==> config.mk <==
export PLATFORM = sky130hd
export DESIGN_NAME = crossbar_ingress_queue
export DESIGN_NICKNAME = d
export VERILOG_FILES = /design/src/rtl/crossbar_ingress_queue.sv
export SDC_FILE = /design/constraint.sdc
export NUM_CORES = 1
export LEC_CHECK = 0
export ABC_CLOCK_PERIOD_IN_PS = 5100
export CORE_MARGIN = 4
export CORE_UTILIZATION = 35
export CTS_BUF_LIST = sky130_fd_sc_hd__clkbuf_16
export CTS_CLUSTER_SIZE = 28
export DETAILED_ROUTE_END_ITERATION = 8
export GPL_TIMING_DRIVEN = 1
export PLACE_DENSITY_LB_ADDON = 0.2
export SLEW_MARGIN = 20
export SYNTH_ARGS = -nofsm -noshare
export SYNTH_HDL_FRONTEND = slang
export SYNTH_SLANG_ARGS = --single-unit
==> constraint.sdc <==
create_clock -name clk_i -period 5.1 [get_ports clk_i]
set_input_delay 0.51 -clock clk_i [delete_from_list [all_inputs] [get_ports clk_i]]
set_output_delay 0.51 -clock clk_i [all_outputs]
set_load 0.005 [all_outputs]
==> src/rtl/crossbar_ingress_queue.sv <==
// Store-and-forward ingress frame queue feeding the crossbar output arbiters.
// Buffers whole frames, requests the destination output and streams on grant.
module crossbar_ingress_queue #(
  parameter int unsigned P_PORTS  = 3,
  parameter int unsigned P_DATA_W = 8,
  parameter int unsigned P_DEPTH  = 16
) (
  input  logic                clk_i,
  input  logic                rst_i,
  input  logic                in_valid_i,
  output logic                in_ready_o,
  input  logic [P_DATA_W-1:0] in_data_i,
  input  logic                in_last_i,
  input  logic [P_PORTS-1:0]  in_dest_i,
  output logic [P_PORTS-1:0]  request_o,
  input  logic [P_PORTS-1:0]  grant_i,
  output logic                out_valid_o,
  input  logic                out_ready_i,
  output logic [P_DATA_W-1:0] out_data_o,
  output logic                out_last_o,
  output logic [15:0]         drop_cnt_o
);

  localparam int unsigned AW = $clog2(P_DEPTH);

  typedef logic [AW:0] ptr_t;
  typedef enum logic [1:0] {StIdle, StReq, StXfer, StDrop} state_e;

  logic [P_DATA_W:0]  data_mem [P_DEPTH];
  logic [P_PORTS-1:0] dest_mem [P_DEPTH];

  ptr_t   wr_ptr_q, rd_ptr_q, dwr_ptr_q, drd_ptr_q;
  ptr_t   frame_cnt_q;
  logic   sop_q;
  logic [15:0] drop_cnt_q;
  state_e state_q, state_d;

  logic               full, push, desc_push, pop, desc_pop, drop_inc;
  logic               one_hot, granted;
  logic [P_DATA_W:0]  head;
  logic [P_PORTS-1:0] head_dest;

  assign full       = (wr_ptr_q[AW-1:0] == rd_ptr_q[AW-1:0]) && (wr_ptr_q[AW] != rd_ptr_q[AW]);
  assign in_ready_o = ~full;
  assign push       = in_valid_i & ~full;
  assign desc_push  = push & sop_q;

  assign head       = data_mem[rd_ptr_q[AW-1:0]];
  assign out_data_o = head[P_DATA_W-1:0];
  assign out_last_o = head[P_DATA_W];
  assign head_dest  = dest_mem[drd_ptr_q[AW-1:0]];
  assign one_hot    = (head_dest != '0) && ((head_dest & (head_dest - 1'b1)) == '0);
  assign granted    = |(grant_i & head_dest);
  assign drop_cnt_o = drop_cnt_q;

  always_ff @(posedge clk_i) begin
    if (push) begin
      data_mem[wr_ptr_q[AW-1:0]] <= {in_last_i, in_data_i};
    end
    if (desc_push) begin
      dest_mem[dwr_ptr_q[AW-1:0]] <= in_dest_i;
    end
  end

  always_comb begin
    state_d     = state_q;
    request_o   = '0;
    out_valid_o = 1'b0;
    pop         = 1'b0;
    desc_pop    = 1'b0;
    drop_inc    = 1'b0;
    unique case (state_q)
      StIdle: begin
        if (frame_cnt_q != '0) begin
          state_d = one_hot ? StReq : StDrop;
        end
      end
      StReq: begin
        request_o = head_dest;
        if (granted) begin
          state_d = StXfer;
        end
      end
      StXfer: begin
        request_o   = head_dest;
        out_valid_o = granted;
        pop         = granted & out_ready_i;
        // Release the request on the last pop so the holding arbiter can rotate now.
        if (pop && out_last_o) begin
          request_o = '0;
          desc_pop  = 1'b1;
          state_d   = StIdle;
        end
      end
      StDrop: begin
        pop = 1'b1;
        if (out_last_o) begin
          desc_pop = 1'b1;
          drop_inc = 1'b1;
          state_d  = StIdle;
        end
      end
      default: state_d = StIdle;
    endcase
  end

  always_ff @(posedge clk_i or posedge rst_i) begin
    if (rst_i) begin
      state_q     <= StIdle;
      wr_ptr_q    <= '0;
      rd_ptr_q    <= '0;
      dwr_ptr_q   <= '0;
      drd_ptr_q   <= '0;
      frame_cnt_q <= '0;
      sop_q       <= 1'b1;
      drop_cnt_q  <= '0;
    end else begin
      state_q <= state_d;
      if (push) begin
        wr_ptr_q <= wr_ptr_q + 1'b1;
        sop_q    <= in_last_i;
      end
      if (desc_push) begin
        dwr_ptr_q <= dwr_ptr_q + 1'b1;
      end
      if (pop) begin
        rd_ptr_q <= rd_ptr_q + 1'b1;
      end
      if (desc_pop) begin
        drd_ptr_q <= drd_ptr_q + 1'b1;
      end
      // desc_pop marks the last beat of a frame leaving, delivered or dropped.
      case ({push & in_last_i, desc_pop})
        2'b10:   frame_cnt_q <= frame_cnt_q + 1'b1;
        2'b01:   frame_cnt_q <= frame_cnt_q - 1'b1;
        default: frame_cnt_q <= frame_cnt_q;
      endcase
      if (drop_inc && (drop_cnt_q != 16'hFFFF)) begin
        drop_cnt_q <= drop_cnt_q + 16'd1;
      end
    end
  end

endmodule
* Word-level counts from Yosys, hierarchy flattened
Memory sizes are Yosys's and may differ from the RTL's. Index checks and enable logic that the tools add are counted.
Storage, ports and cells: flip-flop bits (word level) 44, RAM bits 192, memories kept 2
Operators by class: add/subtract/negate cells 8, equality and inequality tests 12, muxes and demuxes 19, bitwise gates (word level) 7, reductions and logical operators 11
Memory list:
- data_mem | depth 16, bits a word 9, rd ports 1, clocked after Yosys merged registers in 0, wr ports 1, RTL line 29 | logic [P_DATA_W:0] data_mem [P_DEPTH];
- dest_mem | depth 16, bits a word 3, rd ports 1, clocked after Yosys merged registers in 0, wr ports 1, RTL line 30 | logic [P_PORTS-1:0] dest_mem [P_DEPTH];
Operator list (number):
- $add 5x1->5 const B | 5
- $add 16x1->16 const B | 1
- $ne 16x16->1 const B | 1
- $mux 2 | 5
- $pmux 5 s2 | 1
- $mux 1 | 8
- $ne 2x2->1 const B | 4
- $pmux 2 s4 | 1
- $and 3x3->3 | 2
- $eq 2x2->1 const B | 3
- $pmux 3 s2 | 1
- $reduce_bool 5->1 | 1
- $sub 5x1->5 const B | 1
- $and 1x1->1 | 4
- $eq 2x1->1 const B | 2
- $eq 4x4->1 | 1
- $logic_and 1x1->1 | 4
- $pmux 1 s2 | 2
- $reduce_and 4->1 | 1
- $logic_not 3->1 | 1
- $mux 3 | 1
- $reduce_bool 3->1 | 1
- $reduce_or 3->1 | 1
- $sub 3x1->3 const B | 1
- other kinds (4) | 4

* Logic depth before layout (Yosys ltp)
Gate-level depths: netlist of the first run. An unclocked memory read counts as a cell.
depth in word-level cells 9, gate-level depth with buffers 16, mapped depth without buffers 14

* Least setup slack after synthesis of the first run
No wires, ideal clock.
path kind register to register, from register drd_ptr_q[0], to register frame_cnt_q[4], library setup time 0.125 ns, arrival 3.698 ns, setup slack 1.276 ns, stages on the path, launching flop included 16, path buffers 1, clock period less this slack 3.824 ns, path through dfrtp_1 > buf_6 > mux2_1 > mux4_2 > a311oi_2 > nand3_2 > a311oi_4 > or2_4 > inv_1 > ha_1 > fa_1 > a21o_1 > a21oi_1 > xor2_1 > nor2_1 > xor2_1
On the way: longest elaborated chain between the ends 9, elaborated cells on any way between the ends 11, classes of those cells eq/ne (2); mux (3); bitwise (2); reduce/logical (3); memory (1)
Ends and longest elaborated chain:
- start: declaration | RTL line 32 | ptr_t wr_ptr_q, rd_ptr_q, dwr_ptr_q, drd_ptr_q;
- start signal: assignment | RTL line 130 | drd_ptr_q <= drd_ptr_q + 1'b1;
- $mem_v2 16x3 *
- $and 3x3->3 * | RTL line 53 | assign granted = |(grant_i & head_dest);
- $reduce_or 3->1 * | RTL line 53
- $and 1x1->1 * | RTL line 87 | pop = granted & out_ready_i;
- $logic_and 1x1->1 * | RTL line 89 | if (pop && out_last_o) begin
- $mux 1 * | RTL line 89
- $pmux 1 s2 * | RTL line 72 | unique case (state_q)
- via desc_pop | RTL line 38 | logic full, push, desc_push, pop, desc_pop, drop_inc;
- $eq 2x1->1 or $eq 2x2->1 (tied branches) | RTL line 133 | case ({push & in_last_i, desc_pop})
- $pmux 5 s2 or $reduce_bool 2->1 (tied branches)
- end signal: assignment | RTL line 134 | 2'b10: frame_cnt_q <= frame_cnt_q + 1'b1;
- end signal: assignment | RTL line 135 | 2'b01: frame_cnt_q <= frame_cnt_q - 1'b1;
- end signal: assignment | RTL line 136 | default: frame_cnt_q <= frame_cnt_q;
- end: declaration | RTL line 33 | ptr_t frame_cnt_q;
The timed path passes the listed nets; every way through them passes the cells marked *. A chain may end at the register's enable or synchronous reset.

* Final worst setup path of the first run
Same ends and word-level chain as after synthesis.

==> summary.txt, run 1 <==
Finish
  – Layout cells sized above 1: 14.3%
  – Ant diodes: 0
  – Final instance area: 11,700 sq um
  – Area grow syn2layout: 17.4%
  – Final nets: 719

Yosys
  – Most frequent cell after synthesis: edfxtp_1
  – Area contributors post-synth: edfxtp_1 (58%), dfrtp_1 (10%), mux4_2 (6.3%)
  – Commonest cells post-synth: edfxtp_1 (192), dfrtp_1 (41), nand2_1 (37), mux2i_1 (36), nor2_1 (30)
  – Yosys reg bits: 234
  – Post-synth EDFFs: 192
  – Cell Area, Synth: 9970 sq um
  – Yosys warns: 0
  – Syn Inst Count: 627
  – Fraction of registers with async set/reset: 17.9%
  – Area leader, netlist: edfxtp_1
  – Post-synth top flop: edfxtp_1
  – Sequential fraction of the synthesis area: 68.4%
  – Area share of the largest cell type after synthesis: 57.8%
  – Unique cell type count in the Yosys netlist: 51
  – Synth Net Count: 667
  – Post-synthesis area per instance: 15.9 sq um

Route
  – DRC: 0
  – Final WL: 20,700 microns
  – Detailed Routing Iterations Pass 1: 5
  – Remaining antenna violation count: 0
  – Initial DRC Count: 422
  – Vias per std cell: 4.98
  – Vias post-DR: 5,340
  – WL/cell: 19.3 microns

Global route
  – First-pass GRT wire length: 32,400 microns
  – Vias in the first global route: 5,437
  – Initial antenna violation count: 0
  – GRT Resource Usage Total: 13.3%
  – Pin count of the biggest net entering global routing: 43
  – Grt total ovfl: 0

Placement
  – Gpl congestion: 0.780
  – IO Port Bufs: 48
  – Area post-placement: 10,900 sq um
  – Post-Place Setup Slack: 0.809 ns
  – Detailed-placement wirelength estimate: 13,600 microns

Clock tree
  – Clock transition at path regs: 0.06 ns
  – CTS Buffer Depth: 3
  – Worst-Skew Late Latency: 0.51 ns
  – Clock H-tree levels: 1
  – CTS tree: done
  – Postcts setup bufs: 0
  – CTS root buf: clkbuf_16
  – CTS resizes: 0
  – CTS Buf Count: 25
  – Cts hold-fix bufs: 0
  – Clock Sinks: 234

Timing
  – Unrepaired setup endpoints after global routing: false
  – Final Max Slew Viols: 0
  – Worst Max-Slew Pin Slew: 1.11 ns
  – Final setup fails: 0
  – Max-slew headroom: 26.0%
  – Final TNS setup: 0 ns
  – Final Hold Viols: 0
  – Final Cycle Share: 83.4%
  – Clk_skew: 0.00741 ns
  – Max Fclk: 235 MHz
  – PnR worst setup slack: 0.849 ns
  – Minimum clock period: 4.25 ns

Die
  – I/O pins: 49
  – Core ar.: 27,900 sq um
  – Horiz. Die Dim: 177 microns
  – Die Span Y: 177 microns
  – Die area: 31,200 sq um
  – # rows: 61
  – Initial core utilization: 35.7%

Critical path
  – Crit Path Category: register to register
  – CP required: 5.49 ns
  – CP Max Fanout: 9
  – Endpoint class of the critical path: register
  – Worst EP arrival: 4.64 ns
  – Most frequent CP cell: xor2_1
  – CP peak stage delay: 0.58 ns
  – CP Cell Sequence: mux2_1 -> mux4_2 -> a311oi_2 -> nand3_2 -> a311oi_4 -> or2_4 -> inv_1 -> ha_1 -> fa_1 -> a21o_1 -> a21oi_1 -> xor2_1 -> nor2_1 -> xor2_1
  – Crit start category: register
  – Crit path max-delay cell type: dfrtp_1

Run
  – Max-Cap Viols: 0

Pwr
  – PwrDens: 561 nW/um^2
  – Leak: 0.00415 uW
  – Peak supply drop: 252 uV

Outcome
  – Outcome: finished, final reports clean

Worst hold path
  – Worst hold path type: register to register
-- layout make-up --
cell class | count | area, sq um
Clock buffer | 25 | 626
Multi-Input combinational cell | 340 | 2960
Fill cell | 2518 | 16200
Clock inverter | 17 | 204
Inverter | 23 | 86.3
Sequential cell | 234 | 6820
Timing Repair Buffer | 55 | 533
Tap cell | 378 | 473
-- stage by stage --
stage | instances | utilization, % | hold WS, ns | power (uW)
2_1_floorplan | 627 | - | 0.433 | 4040
6_report | 1072 | 41.9 | 0.471 | 6560
4_1_cts | 1072 | 41.9 | 0.470 | 6640
3_3_place_gp | 1030 | 38.9 | 0.458 | 4730
5_1_grt | 1072 | 41.9 | 0.481 | 6940
3_5_place_dp | 1030 | 38.9 | 0.450 | 4780
-- state kept, by name (all words and copies together) (netlist names) --
| signal | count |
|---|---|
| rd_ptr_q | 5 |
| drop_cnt_o | 16 |
| drd_ptr_q | 4 |
| state_q | 2 |
| wr_ptr_q | 5 |
| dest_mem | 48 |
| frame_cnt_q | 5 |
| sop_q | 1 |
| dwr_ptr_q | 4 |
| data_mem | 144 |
-- layout by cell type (no fill, tap or decap), types with 3 or more instances in the layout --
master | netlist | final
edfxtp_1 | 192 | 192
clkdlybuf4s50_1 | 0 | 48
dfrtp_1 | 41 | 40
nand2_1 | 37 | 37
mux2i_1 | 36 | 36
nor2_1 | 30 | 29
mux4_2 | 28 | 28
inv_1 | 23 | 27
clkbuf_16 | 0 | 25
xor2_1 | 20 | 20
xnor2_1 | 20 | 20
ha_1 | 20 | 20
o21ai_0 | 19 | 19
mux2_2 | 19 | 19
nand3_1 | 13 | 13
and2_1 | 12 | 12
a21oi_1 | 12 | 12
nor3_1 | 14 | 10
a221oi_1 | 8 | 8
a22oi_1 | 8 | 8
buf_4 | 0 | 7
clkinv_1 | 0 | 5
bufinv_16 | 0 | 5
nand4_1 | 4 | 4
and3_1 | 4 | 4
nor3_2 | 0 | 4
nand2b_1 | 3 | 3
-- worst paths after layout --
path,end,cells after the start,from,slack (ns)
max,frame_cnt_q[4],14,drd_ptr_q[0],0.85
min,frame_cnt_q[4],1,frame_cnt_q[4],0.47
max reg2reg,frame_cnt_q[4],14,drd_ptr_q[0],0.85
min reg2reg,frame_cnt_q[4],1,frame_cnt_q[4],0.47
max in group asynchronous,rd_ptr_q[0],2,rst_i,3.91
min in group asynchronous,drop_cnt_o[1],2,rst_i,0.53
-- cell families after synthesis --
| logic type | share of synthesized area [%] |
|---|---|
| buffers and inverters | 2.12 |
| xor gates and xnor gates | 3.51 |
| DFF | 68.4 |
| AOI/OAI and AO/OA | 4.33 |
| and+or+nand+nor | 6.46 |
| muxes | 12.5 |
| adders and majority gates | 2.71 |
-- worst max-delay path, delay by kind of cell, from the launching register on --
| kind | cells | cell delay, ns |
|---|---|---|
| compound gates | 4 | 1.17 |
| mux | 2 | 0.88 |
| fa+ha+maj | 2 | 0.70 |
| flops | 1 | 0.58 |
| simple gates | 3 | 0.46 |
| xor+xnor | 2 | 0.29 |
| buf+inv | 1 | 0.05 |
-- routing by layer --
metal	part of all wire [%]	GRT usage, %
met1	46	19.0
met2	48	21.4
met4	1.6	3.13
met5	0	0
met3	4.3	2.26
-- report_power, final --
group	total, uW	leakage, uW	internal, uW	switching (uW)
clock	1840	0.000418	1130	705
combinational	2030	0.00147	1020	1010
sequential	2690	0.00226	2330	364
total	6560	0.00415	4490	2080
Power figures use the tool's default switching activity.
==> run 2, diff against run 1 <==
Settings changed: ABC_CLOCK_PERIOD_IN_PS 5100 to 4450.
Clock period 5.1 ns to 4.45 ns, I/O delays scaled along.
==> summary.txt, run 2 (synthesis gave the netlist of run 1 again) <==
Outcome
  – Outcome: finished, final reports clean

Placement
  – Detailed-placement wirelength estimate: 13,400 microns (-1.6%)
  – IO Port Bufs: 48 (unchanged)
  – Area post-placement: 11,000 sq um (+0.99%)
  – Gpl congestion: 0.793 (+1.6%)

Route
  – Met2 wire length: 9810 microns (-0.90%)
  – Final WL: 20,400 microns (-1.6%)
  – Vias post-DR: 5,423 (+1.6%)
  – Vias per std cell: 4.95 (-0.58%)
  – WL/cell: 18.6 microns (-3.7%)
  – WL met3: 934 microns (+4.5%)
  – Highest Signal Layer: met4
  – Detailed Routing Iterations Pass 1: 5 (unchanged)
  – WL met1: 9210 microns (-3.8%)
  – DRC: 0 (unchanged)
  – Remaining antenna violation count: 0 (unchanged)
  – Initial DRC Count: 389 (-7.8%)

Timing
  – Final Max Slew Viols: 0 (unchanged)
  – Clk_skew: 0.0166 ns (+0.00919 ns)
  – Final TNS setup: 0 ns (unchanged)
  – Final Cycle Share: 93.3%
  – Unrepaired setup endpoints after global routing: false
  – Minimum clock period: 4.15 ns
  – Max-slew headroom: 38.0% (+12 points)
  – Max Fclk: 241 MHz
  – Final Hold Viols: 0 (unchanged)
  – Worst Max-Slew Pin Slew: 0.929 ns (-0.178 ns)
  – Final setup fails: 0 (unchanged)

Finish
  – Final Core Density: 42.5% (+0.56 points)
  – Final instance area: 11,900 sq um (+1.3%)
  – Largest register FFs: 144 (unchanged)
  – Ant diodes: 0 (unchanged)
  – Area grow syn2layout: 19.0%
  – Layout cells sized above 1: 16.6% (+2.3 points)
  – Commonest non-fill, non-tap cell in the layout: edfxtp_1
  – Most frequent cells in the layout: edfxtp_1 (192), clkdlybuf4s50_1 (48), dfrtp_1 (40), nand2_1 (37), mux2i_1 (36)
  – Final nets: 737 (+2.5%)

Die
  – Die Span Y: 177 microns (unchanged)
  – Core ar.: 27,900 sq um (unchanged)
  – Die area: 31,200 sq um (unchanged)
  – Horiz. Die Dim: 177 microns (unchanged)
  – I/O pins: 49 (unchanged)
  – Initial core utilization: 35.7% (unchanged)
  – # rows: 61 (unchanged)

Worst hold path
  – Worst hold path type: input port to async pin

Clock tree
  – CTS Buffer Depth: 3 (unchanged)
  – Postcts setup bufs: 0 (unchanged)
  – Clock Sinks: 234 (unchanged)
  – Clock transition at path regs: 0.06 ns (about the same)
  – Worst-Skew Late Latency: 0.52 ns (about the same)
  – CTS resizes: 0 (unchanged)
  – Clock H-tree levels: 1 (unchanged)
  – CTS Buf Count: 26 (+4.0%)
  – CTS tree: done
  – Cts hold-fix bufs: 0 (unchanged)
  – CTS root buf: clkbuf_16

Pwr
  – Combinational share of power: 31.5% (+0.6 points)
  – Power share of the clock group: 28.6% (+0.6 points)
  – Sequential power share: 39.9% (-1.1 points)
  – Sw power: 2370 uW (+14%)
  – PwrDens: 639 nW/um^2 (+14%)
  – Internal power: 5200 uW (+16%)
  – Sw Ratio: 31.3% (-0.32 points)
  – Leak: 0.00424 uW (+2.3%)
  – Peak supply drop: 221 uV (-12%)

Global route
  – Grt total ovfl: 0 (unchanged)
  – First-pass GRT wire length: 32,200 microns (-0.79%)
  – GRT Resource Usage Total: 13.2% (-0.14 points)
  – Initial antenna violation count: 0 (unchanged)
  – Pin count of the biggest net entering global routing: 49 (+14%)
  – Vias in the first global route: 5,509 (+1.3%)

Critical path
  – Crit Path Category: register to output port
  – Worst EP arrival: 3.71 ns (-0.93 ns)
  – CP Max Fanout: 16 (+7)
  – Crit start category: register
  – Reg2reg path depth: 14 (unchanged)
  – CP required: 4.01 ns (-1.48 ns)
  – Endpoint class of the critical path: output port

Run
  – Max-Cap Viols: 0 (unchanged)
==> run 2: cell count changes in the layout (fill, tap and decap cells not counted), sizes merged <==
| cell | change |
|---|---|
| clkinv | +6 |
| buf | +17 |
| clkbuf | +2 |
| bufinv | -1 |
| clkinvlp | +3 |
| inv | -4 |
==> run 2: path summary, 6_finish.rpt <==
| path | startpoint | end | slack [ns] |
|---|---|---|---|
| min in group clk_i | frame_cnt_q[4] | frame_cnt_q[4] | 0.47 |
| max | drd_ptr_q[1] | request_o[1] | 0.30 |
| min | rst_i | drop_cnt_o[0] | 0.45 |
| min reg2reg | frame_cnt_q[4] | frame_cnt_q[4] | 0.47 |
| max in group asynchronous | rst_i | rd_ptr_q[0] | 3.36 |
| max reg2reg | drd_ptr_q[1] | frame_cnt_q[4] | 0.40 |
==> run 2: final cells by class <==
class / instances / area [sq um]
clock buffer: 27 / 676
clock inverter: 21 / 205
fill: 2529 / 16100
inverter: 23 / 86.3
multi-input combinational: 340 / 2940
sequential: 234 / 6820
tap: 378 / 473
timing repair buffer: 72 / 661
==> run 2: critical path, cell delays in order (launching register included) <==
cell	delay, ns
dfrtp_1	0.78
mux4_2	0.59
o22a_1	0.21
o311ai_0	0.18
nand2_1	0.23
a21oi_1	0.30
o221ai_1	0.22
a21oi_1	0.16
clkdlybuf4s50_1	0.53
==> run 2: power groups by stage <==
stage / clock (uW) / combinational [uW] / sequential (uW)
detailed placement: 0 / 2420 / 3070
floorplan: 0 / 1800 / 2830
CTS: 2230 / 2430 / 3030
global placement: 0 / 2380 / 3050
finish: 2160 / 2390 / 3020
global route: 2340 / 2640 / 3070
==> run 2: metal layers <==
metal	GRT usage, %	vias up
met2	21.3	105
met3	2.24	28
li1	-	2520
met5	0	-
met1	18.6	2770
met4	3.35	0
==> run 2: stage by stage <==
| step | hold WS [ns] | worst slack [ns] | total power, uW | cells |
|---|---|---|---|---|
| after floorplan | 0.433 | 0.626 | 4630 | 627 |
| after global placement | 0.458 | 0.474 | 5430 | 1047 |
| after detailed placement | 0.455 | 0.390 | 5490 | 1047 |
| after CTS | 0.464 | 0.233 | 7690 | 1095 |
| after global routing | 0.483 | 0.0157 | 8050 | 1095 |
| final | 0.450 | 0.297 | 7570 | 1095 |
==> run 3, diff against run 2 <==
Settings changed: ABC_CLOCK_PERIOD_IN_PS 4450 to 4870, CTS_CLUSTER_SIZE 28 to default.
Clock period 4.45 ns to 4.87 ns, I/O delays scaled along.
==> summary.txt, run 3 (synthesis gave the netlist of run 1 again) <==
Timing
  – Max Fclk: 230 MHz
  – Unrepaired setup endpoints after global routing: false
  – Max-slew headroom: 23.4% (-15 points)
  – Clk_skew: 0.00947 ns (-0.00713 ns)
  – Final TNS setup: 0 ns (unchanged)
  – Final Max Slew Viols: 0 (unchanged)
  – Minimum clock period: 4.34 ns
  – Final Cycle Share: 89.2%
  – Worst Max-Slew Pin Slew: 1.14 ns (+0.216 ns)
  – Final Hold Viols: 0 (unchanged)
  – Final setup fails: 0 (unchanged)
  – Hold slack: 0.469 ns (+0.0187 ns)

Placement
  – Gpl congestion: 0.768 (-3.2%)
  – IO Port Bufs: 48 (unchanged)
  – Area post-placement: 10,900 sq um (-0.71%)
  – Detailed-placement wirelength estimate: 13,400 microns (+0.20%)

Pwr
  – Sw Ratio: 31.9% (+0.62 points)
  – PwrDens: 579 nW/um^2 (-9.3%)
  – Sw power: 2160 uW (-8.8%)
  – Internal power: 4610 uW (-11%)
  – Sequential power share: 41.1% (+1.2 points)
  – Peak supply drop: 259 uV (+17%)
  – Power share of the clock group: 27.1% (-1.5 points)
  – Leak: 0.00416 uW (-2.1%)
  – Combinational share of power: 31.8% (+0.3 points)

Finish
  – Largest register FFs: 144 (unchanged)
  – Final nets: 723 (-1.9%)
  – Layout cells sized above 1: 15.1% (-1.5 points)
  – Ant diodes: 0 (unchanged)
  – Final instance area: 11,700 sq um (-1.3%)
  – Most frequent cells in the layout: edfxtp_1 (192), clkdlybuf4s50_1 (48), dfrtp_1 (40), nand2_1 (37), mux2i_1 (36)
  – Commonest non-fill, non-tap cell in the layout: edfxtp_1
  – Final Core Density: 41.9% (-0.57 points)
  – Area grow syn2layout: 17.4%

Clock tree
  – Cts hold-fix bufs: 0 (unchanged)
  – CTS tree: done
  – CTS root buf: clkbuf_16
  – Clock H-tree levels: 1 (unchanged)
  – CTS Buf Count: 25 (-3.8%)
  – CTS Buffer Depth: 3 (unchanged)
  – Clock transition at path regs: 0.06 ns (about the same)
  – Postcts setup bufs: 0 (unchanged)
  – Worst-Skew Late Latency: 0.52 ns (about the same)
  – Clock Sinks: 234 (unchanged)
  – CTS resizes: 0 (unchanged)

Worst hold path
  – Hold path cells: 1
  – Worst hold path type: register to register

Global route
  – Grt total ovfl: 0 (unchanged)
  – Pin count of the biggest net entering global routing: 49 (unchanged)
  – Vias in the first global route: 5,589 (+1.5%)
  – GRT Resource Usage Total: 13.3% (+0.16 points)
  – Initial antenna violation count: 0 (unchanged)
  – First-pass GRT wire length: 32,600 microns (+1.5%)

Die
  – Horiz. Die Dim: 177 microns (unchanged)
  – Initial core utilization: 35.7% (unchanged)
  – Die area: 31,200 sq um (unchanged)
  – Die Span Y: 177 microns (unchanged)
  – Core ar.: 27,900 sq um (unchanged)
  – # rows: 61 (unchanged)
  – I/O pins: 49 (unchanged)

Run
  – Max-Cap Viols: 0 (unchanged)

Route
  – Vias per std cell: 4.93 (-0.50%)
  – Initial DRC Count: 374 (-3.9%)
  – DRC: 0 (unchanged)
  – Remaining antenna violation count: 0 (unchanged)
  – Vias post-DR: 5,322 (-1.9%)
  – WL/cell: 19.0 microns (+1.9%)
  – Detailed Routing Iterations Pass 1: 6 (+1)
  – Final WL: 20,500 microns (+0.52%)

Critical path
  – Endpoint class of the critical path: output port
  – Worst EP arrival: 3.85 ns (+0.14 ns)
  – Crit start category: register
  – Reg2Reg Setup Slack: 0.58 ns (+0.18 ns)
  – Reg2reg path depth: 14 (unchanged)
  – Crit Path Category: register to output port
  – CP Max Fanout: 17 (+1)
  – CP required: 4.38 ns (+0.37 ns)

Outcome
  – Outcome: finished, final reports clean
-- run 3: power by group through the flow --
stage	registers (uW)	logic [uW]	clock network (uW)
2_1_floorplan	2580	1640	0
3_3_place_gp	2810	2140	0
3_5_place_dp	2830	2190	0
4_1_cts	2790	2200	1890
5_1_grt	2830	2380	1980
6_report	2790	2150	1840
-- run 3: routing by layer --
layer	vias to the layer above	wire length, microns	global-route usage (%)
met5	-	0	0
met4	0	343	3.06
met3	29	928	2.20
met2	107	9590	21.3
met1	2694	9610	19.3
li1	2492	-	-
-- run 3: per-stage QoR --
step / instances / setup slack [ns] / power (uW)
after floorplan: 627 / 1.05 / 4230
after global placement: 1034 / 0.679 / 4960
after detailed placement: 1034 / 0.587 / 5020
after CTS: 1080 / 0.476 / 6870
after global routing: 1080 / 0.234 / 7190
final: 1080 / 0.528 / 6770
-- run 3: worst max-delay path, stage by stage (launching register included) --
cell and delay, ns:
dfrtp_1 0.80, mux2_2 0.41, mux4_2 0.48, a311oi_2 0.30, nand3_2 0.15, a21oi_1 0.26
o221ai_1 0.24, a21oi_1 0.18, clkdlybuf4s50_1 0.52
-- run 3: area by class of cell --
| class | instances | area, sq um |
|---|---|---|
| Clock buffer | 25 | 626 |
| Clock inverter | 21 | 174 |
| Fill cell | 2552 | 16200 |
| Inverter | 23 | 86.3 |
| Multi-Input combinational cell | 340 | 2960 |
| Sequential cell | 234 | 6820 |
| Tap cell | 378 | 473 |
| Timing Repair Buffer | 59 | 563 |
-- run 3: worst paths after layout --
path / end / start
max in group asynchronous: rd_ptr_q[0] / rst_i
hold reg to reg: frame_cnt_q[4] / frame_cnt_q[4]
hold / removal: frame_cnt_q[4] / frame_cnt_q[4]
setup reg to reg: frame_cnt_q[4] / drd_ptr_q[0]
min in group asynchronous: drop_cnt_o[11] / rst_i
setup / recovery: request_o[1] / drd_ptr_q[0]
